`config.mk`:
```
export PLATFORM = sky130hd
export DESIGN_NAME = adder_share_arbiter
export DESIGN_NICKNAME = d
export VERILOG_FILES = /design/src/rtl/adder_share_pkg.sv /design/src/rtl/adder_share_arbiter_rr_pick.sv /design/src/rtl/thirtytwobitfa.sv /design/src/rtl/adder_share_arbiter.sv
export SDC_FILE = /design/constraint.sdc
export NUM_CORES = 1
export LEC_CHECK = 0
export CAP_MARGIN = 5
export CORE_MARGIN = 5
export CORE_UTILIZATION = 38
export DETAILED_ROUTE_END_ITERATION = 10
export PLACE_DENSITY = 0.88
export RECOVER_POWER = 50
export SLEW_MARGIN = 20
export SYNTH_ARGS = -nofsm -noshare
export SYNTH_HDL_FRONTEND = slang
export SYNTH_SLANG_ARGS = --single-unit
```
`constraint.sdc`:
```
create_clock -name clk -period 22.2 [get_ports clk]
set_input_delay 6.66 -clock clk [delete_from_list [all_inputs] [get_ports clk]]
set_output_delay 6.66 -clock clk [all_outputs]
set_load 0.005 [all_outputs]
```
`src/rtl/adder_share_pkg.sv`:
```
// Shared constants for the adder-sharing arbiter slice.
package adder_share_pkg;
  localparam int NREQ_DEF = 4;
  localparam int IDW_DEF  = 2;
  localparam int DATA_W   = 32;
  localparam int CNTW_DEF = 16;
endpackage

```
`src/rtl/adder_share_arbiter_rr_pick.sv`:
```
// Round-robin picker: first asserted request at or above ptr, wrapping mod NREQ.
module rr_pick #(
  parameter int NREQ = 4,
  parameter int IDW  = 2
) (
  input  logic [NREQ-1:0] req,
  input  logic [IDW-1:0]  ptr,
  output logic [IDW-1:0]  win,
  output logic            any_valid
);

  // Walk offsets from farthest to nearest so the nearest hit is the last write.
  always_comb begin
    win       = '0;
    any_valid = |req;
    for (int k = NREQ - 1; k >= 0; k--) begin
      for (int i = 0; i < NREQ; i++) begin
        if (req[i] && (((int'(ptr) + k) % NREQ) == i)) begin
          win = IDW'(i);
        end
      end
    end
  end

endmodule

```
`src/rtl/thirtytwobitfa.sv`:
```
// 32-bit ripple-carry adder: sum/cout = a + b + cin.
module thirtytwobitfa
  import adder_share_pkg::*;
(
  input  logic [DATA_W-1:0] a,
  input  logic [DATA_W-1:0] b,
  input  logic              cin,
  output logic [DATA_W-1:0] sum,
  output logic              cout
);

  logic [DATA_W:0] carry;

  always_comb begin
    carry    = '0;
    sum      = '0;
    carry[0] = cin;
    for (int i = 0; i < DATA_W; i++) begin
      sum[i]     = a[i] ^ b[i] ^ carry[i];
      carry[i+1] = (a[i] & b[i]) | (carry[i] & (a[i] ^ b[i]));
    end
    cout = carry[DATA_W];
  end

endmodule

```
`src/rtl/adder_share_arbiter.sv`:
```
// Shares one 32-bit adder among NREQ requesters with round-robin grant
// and a single registered, ID-tagged response stage.
module adder_share_arbiter
  import adder_share_pkg::*;
#(
  parameter int NREQ = NREQ_DEF,
  parameter int IDW  = IDW_DEF,
  parameter int CNTW = CNTW_DEF
) (
  input  logic                   clk,
  input  logic                   rst,
  input  logic [NREQ-1:0]        req_valid,
  output logic [NREQ-1:0]        req_ready,
  input  logic [NREQ*DATA_W-1:0] req_a,
  input  logic [NREQ*DATA_W-1:0] req_b,
  input  logic [NREQ-1:0]        req_cin,
  output logic                   rsp_valid,
  input  logic                   rsp_ready,
  output logic [DATA_W-1:0]      rsp_sum,
  output logic                   rsp_cout,
  output logic [IDW-1:0]         rsp_id,
  output logic [CNTW-1:0]        ops_done
);

  logic [IDW-1:0]    rr_ptr;
  logic [IDW-1:0]    win;
  logic              any_valid;
  logic              slot_free;
  logic              accept;
  logic [DATA_W-1:0] a_sel;
  logic [DATA_W-1:0] b_sel;
  logic              cin_sel;
  logic [DATA_W-1:0] sum_p0;
  logic              cout_p0;

  logic              vld_p1;
  logic [DATA_W-1:0] sum_p1;
  logic              cout_p1;
  logic [IDW-1:0]    id_p1;
  logic [CNTW-1:0]   ops_p1;

  rr_pick #(
    .NREQ (NREQ),
    .IDW  (IDW)
  ) u_pick (
    .req       (req_valid),
    .ptr       (rr_ptr),
    .win       (win),
    .any_valid (any_valid)
  );

  // Requests seen while rst is high must never be granted.
  assign slot_free = !vld_p1 || rsp_ready;
  assign accept    = any_valid && slot_free && !rst;

  always_comb begin
    req_ready = '0;
    a_sel     = '0;
    b_sel     = '0;
    cin_sel   = 1'b0;
    for (int i = 0; i < NREQ; i++) begin
      if (IDW'(i) == win) begin
        req_ready[i] = accept;
        a_sel        = req_a[i*DATA_W +: DATA_W];
        b_sel        = req_b[i*DATA_W +: DATA_W];
        cin_sel      = req_cin[i];
      end
    end
  end

  thirtytwobitfa u_add (
    .a    (a_sel),
    .b    (b_sel),
    .cin  (cin_sel),
    .sum  (sum_p0),
    .cout (cout_p0)
  );

  // p0 -> p1: response register, pointer and completion counter
  always_ff @(posedge clk) begin
    if (rst) begin
      vld_p1  <= 1'b0;
      sum_p1  <= '0;
      cout_p1 <= 1'b0;
      id_p1   <= '0;
      ops_p1  <= '0;
      rr_ptr  <= '0;
    end else begin
      if (accept) begin
        vld_p1  <= 1'b1;
        sum_p1  <= sum_p0;
        cout_p1 <= cout_p0;
        id_p1   <= win;
        rr_ptr  <= (win == IDW'(NREQ - 1)) ? '0 : win + IDW'(1);
      end else if (rsp_ready) begin
        vld_p1  <= 1'b0;
      end
      if (vld_p1 && rsp_ready) begin
        ops_p1 <= ops_p1 + CNTW'(1);
      end
    end
  end

  assign rsp_valid = vld_p1;
  assign rsp_sum   = sum_p1;
  assign rsp_cout  = cout_p1;
  assign rsp_id    = id_p1;
  assign ops_done  = ops_p1;

endmodule

```
Yosys cells after proc, flatten, opt, wreduce, memory -nomap -nowiden
Cells that the tools add are included.
W data, S select, Z words.
Word-level totals
  word-level logic and storage cells: 254
  input port bits: 267
  bits in registers: 54
  output and inout port bits: 56
Operators by class
  reductions and logical operators: 30
  mux-type cells: 34
  eq/ne operators: 16
  $add $sub $neg: 5
  bitwise logic cells: 163
Operator list (count)
  $mux W32: 8
  $logic_not A32 Y1: 3
  $and A1 B1 Y1: 64
  $xor A1 B1 Y1: 64
  $or A1 B1 Y1: 32
  $mux W2: 15
  $eq A3 B3 Y1 const B: 6
  $logic_and A1 B1 Y1: 18
  $add A16 B1 Y16 const B: 1
  $mux W1: 11
  $eq A3 B2 Y1 const B: 3
  $eq A2 B2 Y1 const B: 3
  $reduce_or A2 Y1: 3
  $add A2 B1 Y2 const B: 2
  $add A2 B2 Y2 const B: 2
  $eq A2 B2 Y1 const A: 2
  $reduce_or A4 Y1: 1
  $and A1 B1 Y1 const A: 3
  $eq A1 B2 Y1 const A: 1
  $eq A2 B1 Y1 const B: 1
  $logic_not A1 Y1: 2
  $logic_not A2 Y1: 1
  $reduce_bool A2 Y1: 1
  $logic_or A1 B1 Y1: 1

Logic depth before layout (Yosys ltp)
  word-level depth: 90
  gate-level depth with buffers: 48
  depth with buffers taken out: 46

Cells and area by module
A second synthesis with hierarchy kept.
Second synthesis, totals
  cells, all modules: 620
  area, all modules: 4784.6 um^2
By module, submodules not included
  adder_share_arbiter: cells an instance 565, seq. area each 1081.0 um^2, times used 1, area an instance 4030.1 um^2
  thirtytwobitfa: cells an instance 42, seq. area each 0.0 um^2, times used 1, area an instance 678.2 um^2
  rr_pick: cells an instance 13, seq. area each 0.0 um^2, times used 1, area an instance 76.3 um^2

Worst setup path after synthesis
No wires, ideal clock.
  path kind: input-to-reg
  start point: input port req_valid[0]
  end point: register sum_p1[31] (netlist: rsp_sum[31])
  data arrival time: 20.787 ns
  setup slack: 1.284 ns
  stages on the path: 47
  data required time: 22.071 ns
  cell sequence: a21oi_1 > o21a_1 > o22ai_1 > ha_1 > buf_2 > buf_2 > buf_1 > a221oi_1 > nor3_1 > a21oi_1 > fa_1 > fa_1 > fa_1 > fa_1 > fa_1 > fa_1 > fa_1 > fa_1 > (+11 left out) > fa_1 > fa_1 > fa_1 > fa_1 > fa_1 > fa_1 > fa_1 > fa_1 > fa_1 > fa_1 > fa_1 > fa_1 > fa_1 > fa_1 > inv_1 > fa_1 > nand2_1 > o21ai_0
Between the ends
  cells in the longest elaborated chain, start to end: 82
  elaborated cells between the ends (all ways): 160
RTL lines
  start: declaration: RTL line adder_share_arbiter.sv:12  | input logic [NREQ-1:0] req_valid,
  $logic_and A1 B1 Y1: RTL line adder_share_arbiter_rr_pick.sv:18  | if (req[i] && (((int'(ptr) + k) % NREQ) == i)) begin
  $mux W2 (8 in series): RTL line adder_share_arbiter_rr_pick.sv:18
  $mux W2 * (4 in series): RTL line adder_share_arbiter_rr_pick.sv:18
  $logic_not A2 Y1: RTL line adder_share_arbiter.sv:62  | if (IDW'(i) == win) begin
  $mux W32 (4 in series): RTL line adder_share_arbiter.sv:62
  $xor A1 B1 Y1: RTL line thirtytwobitfa.sv:20  | carry[i+1] = (a[i] & b[i]) | (carry[i] & (a[i] ^ b[i]));
  $and A1 B1 Y1: RTL line thirtytwobitfa.sv:20
  $or A1 B1 Y1: RTL line thirtytwobitfa.sv:20
  (+54 left out)
  $and A1 B1 Y1: RTL line thirtytwobitfa.sv:20
  $or A1 B1 Y1: RTL line thirtytwobitfa.sv:20
  $and A1 B1 Y1: RTL line thirtytwobitfa.sv:20
  $or A1 B1 Y1: RTL line thirtytwobitfa.sv:20
  $and A1 B1 Y1: RTL line thirtytwobitfa.sv:20
  $or A1 B1 Y1: RTL line thirtytwobitfa.sv:20
  $xor A1 B1 Y1 *: RTL line thirtytwobitfa.sv:19  | sum[i] = a[i] ^ b[i] ^ carry[i];
  named net sum_p0[31]: RTL line adder_share_arbiter.sv:33  | logic [DATA_W-1:0] sum_p0;
  end signal: assignment: RTL line adder_share_arbiter.sv:91  | sum_p1 <= sum_p0;
  end: declaration: RTL line adder_share_arbiter.sv:37  | logic [DATA_W-1:0] sum_p1;
Mark *: on every way through the listed nets, which the timed path passes. The rest lies on a longest branch.
A chain may end at the register's enable or synchronous reset.

Worst setup path after layout
  start point: input port req_valid[0]
  end point: register sum_p1[31] (netlist: rsp_sum[31])
Between the ends
  cells in the longest elaborated chain, start to end: 82
  elaborated cells between the ends (all ways): 160
RTL lines
  $logic_and A1 B1 Y1: RTL line adder_share_arbiter_rr_pick.sv:18
  $mux W2 (8 in series): RTL line adder_share_arbiter_rr_pick.sv:18
  $mux W2 * (4 in series): RTL line adder_share_arbiter_rr_pick.sv:18
  named net u_pick.win[0]: RTL line adder_share_arbiter_rr_pick.sv:8  | output logic [IDW-1:0] win,
  $logic_not A2 Y1: RTL line adder_share_arbiter.sv:62
  $mux W32 (4 in series): RTL line adder_share_arbiter.sv:62
  $xor A1 B1 Y1: RTL line thirtytwobitfa.sv:20
  $and A1 B1 Y1: RTL line thirtytwobitfa.sv:20
  (+55 left out)
  $and A1 B1 Y1: RTL line thirtytwobitfa.sv:20
  $or A1 B1 Y1: RTL line thirtytwobitfa.sv:20
  $and A1 B1 Y1: RTL line thirtytwobitfa.sv:20
  $or A1 B1 Y1: RTL line thirtytwobitfa.sv:20
  $and A1 B1 Y1: RTL line thirtytwobitfa.sv:20
  $or A1 B1 Y1: RTL line thirtytwobitfa.sv:20
  $xor A1 B1 Y1 *: RTL line thirtytwobitfa.sv:19
  named net sum_p0[31]: RTL line adder_share_arbiter.sv:33
Marked as above.

==> impl_metrics.toml <==
[critical_path]
cp_top_family = "adder cells"
r2r_setup_slack_ps = 7040
critPathSlowestCell = "clkdlybuf4s50_1"
critical_path.max_stage_delay_ps = 540
end_kind = "flip-flop"
crit_top_cell = "fa_1"
critPathMaxFanout = 26
critPathKind = "in2reg"
worst_ep_required_time_ps = 22340
start_kind = "input port"
arrival_ps = 21780
cp.buffers_inverters = 5

[floorplan]
core-area_um2 = 13090
fp.dieH_um = 125.0
rows = 42
io_pins = 323
fp.dieW_um = 125.0
dieArea_um2 = 15630
start_util_pct = 38.43

[timing]
fin_skew_ps = 7.923
tns_ps = 0
max_freq_ghz = 0.04621
finalSetupViolCount = 0
finalCritPeriodShare_pct = 97.47
min_period_ps = 21640
drv_slew = 58
hold_violations = 0
max_slew_margin_pct = -70.46
setup_slack_ps = 561.3
rsz0062_at_grt = "no"
worst_pin_slew_ps = 2557

[route]
drt_wl_total_mm = 21.72
drt_iter0_markers = 404
vias = 5962
vias_per_cell = 5.376
drtAntennaViolNets = 0
wl_per_cell_um = 19.58
first_pass_iters = 5
drc_errors = 0

[run_status]
violations = "max-capacitance violations, max-slew violations"
status = "finished with violations"

[global_routing]
antenna_found_initial = 0
grt_pass1_wl_mm = 31.47
grt_pass1_vias = 5682
overflow = 0
track_usage_pct = 25.34
grt_start_max_net_pins = 74

[pwr]
internal_power_uw = 306.8
combPwrFrac_pct = 61.2
switching_power_uw = 202.3
cellLeakagePower_uw = 0.003057
p_seq_share_pct = 23.3
p_sw_share_pct = 39.73
vdd_drop_max_v = 0.00003414
clock_power_share_pct = 15.5
powerDensity_nw_per_um2 = 59.70

[worst_hold_path]
hold_path.class = "reg2reg"

[clock_network]
clock_latency_ps = 290
cts_tree = "done"
clock_path_buffers = 2
numClockSinks = 54
path_clk_slew_ps = 70
numCtsBuffers = 5
post_cts_buffers = 0
root_buffer = "clkbuf_16"
cts-hold-fix-buffers = 0
cts_max_level = 2

[yosys]
ys_seq_area_share_pct = 21.50
synth_warnings = 0
synth_area_per_cell_um2 = 7.701
ys_types = 38
syn_area_um2 = 5029
synth_cells = 653
ys_ff_latch = 54
syn_nets = 957

[place]
place_ws_ps = 22.31
place.gp.congestion = 0.9192
hpwl_mm = 18.09
io_buffers = 322

[final_layout]
fin_nets = 1236
layout-drive-gt1-share_pct = 3.537
antenna_cells = 0
syn2layout_area_growth_pct = 69.59

[flow_run]
cap_violations = 1
==> state kept, by name (all words and copies together) (netlist names) <==
| register | cells |
|---|---|
| ops_done | 16 |
| rr_ptr | 2 |
| rsp_cout | 1 |
| rsp_id | 2 |
| rsp_sum | 32 |
| rsp_valid | 1 |
==> layout make-up <==
type,instances,area [µm²]
Clock buffer,5,125.1
Clock inverter,3,26.28
Fill cell,1092,4557
Inverter,11,41.29
Multi-Input combinational cell,525,3720
Sequential cell,54,1081
Tap cell,176,220.2
Timing Repair Buffer,335,3314
==> through the flow <==
stage	total power, µW	hold slack (ps)	util, %	cell area [µm²]	instances
6_report	509.1	489.0	65.18	8528	1109
3_3_place_gp	425.6	462.1	63.98	8372	1101
5_1_grt	543.4	507.3	65.18	8528	1109
4_1_cts	514.7	493.0	65.14	8523	1109
3_5_place_dp	435.4	476.6	63.98	8372	1101
2_1_floorplan	288.1	465.9	-	5029	653
==> worst paths after layout <==
path	from	endpoint	cells past startpoint
worst max register to register	rr_ptr[1]	rsp_sum[31]	45
worst min register to register	rsp_cout	rsp_cout	2
worst max-delay path	req_valid[0]	rsp_sum[31]	46
worst min-delay path	rsp_cout	rsp_cout	2
==> routing by layer <==
metal  routed length, µm  share of wire [%]  track usage, %
met1                8887                 41           32.65
met2               10510                 48           43.53
met3                1608                7.4           4.350
met4                 713                3.3           7.653
met5                   0                  0               0
==> cells in the final DEF (no fill, tap or decap), types with 4 or more instances in the layout <==
| cell type | count |
|---|---|
| nand3b_1 | 6 |
| a221oi_1 | 61 |
| clkbuf_16 | 5 |
| nand2b_1 | 4 |
| clkdlybuf4s50_1 | 277 |
| a211oi_1 | 31 |
| xor2_1 | 5 |
| nand4_1 | 4 |
| nor2b_1 | 125 |
| inv_1 | 11 |
| fa_1 | 32 |
| nand3_1 | 6 |
| nand2_1 | 18 |
| buf_4 | 13 |
| dfxtp_1 | 54 |
| nor4_1 | 4 |
| dlygate4sd3_1 | 44 |
| xnor2_1 | 6 |
| nor3_1 | 65 |
| o21ai_0 | 10 |
| and2_1 | 6 |
| a21oi_1 | 75 |
| nor2_1 | 44 |
==> Yosys cell counts, drive strengths merged <==
cell | count | area, µm²
dfxtp | 54 | 1081
or2 | 1 | 6.260
nor2b | 125 | 782.0
o31ai | 2 | 15.01
nand2 | 18 | 67.56
mux2i | 1 | 10.01
clkbuf | 54 | 202.7
a21oi | 75 | 375.4
o21a | 1 | 7.510
a211oi | 31 | 232.7
or3 | 5 | 38.78
nand3b | 6 | 45.04
a21o | 1 | 7.510
o22ai | 1 | 6.260
nand3 | 6 | 30.03
and3 | 1 | 6.260
nor3 | 66 | 335.3
or4 | 1 | 7.510
nor4 | 4 | 25.02
a221oi | 61 | 534.3
o221ai | 1 | 8.760
inv | 11 | 41.29
xnor2 | 6 | 52.55
ha | 5 | 62.56
nor2 | 44 | 165.2
buf | 9 | 36.29
nand4 | 5 | 37.53
and2 | 6 | 37.54
xor2 | 5 | 43.79
fa | 32 | 640.6
mux2 | 1 | 11.26
o21ai | 10 | 50.05
nand2b | 4 | 25.02
==> tightest hold or removal path, stage by stage (launching register included) <==
cell	delay, ps
dfxtp_1	320
nand2b_1	60
o21ai_0	60
==> cell families (layout without fill, tap and decap cells) <==
family                     Yosys count  count (layout)  synth area share (%)
AOI/OAI and AO/OA                  183             183                 24.61
xor gates and xnor gates            11              11                 1.916
adders and majority gates           37              37                 13.98
buffers and inverters               74             354                 5.574
DFF                                 54              54                 21.50
muxes                                2               2                0.4230
and+or+nand+nor                    292             292                 32.00
==> repair_timing <==
action	4_1_cts	5_1_grt
endpoints found under the hold margin	0	0
resized for setup	0	1
setup endpoints to repair	0	1
==> power groups by stage <==
stage | combinational (µW) | sequential, µW | clock [µW]
after floorplan | 166 | 122 | 0
after global placement | 305 | 120 | 0
after detailed placement | 314 | 121 | 0
after CTS | 315 | 119 | 80.1
after global routing | 341 | 120 | 82.5
final | 312 | 119 | 78.7
Note: power is estimated with default switching activity, not from simulation.
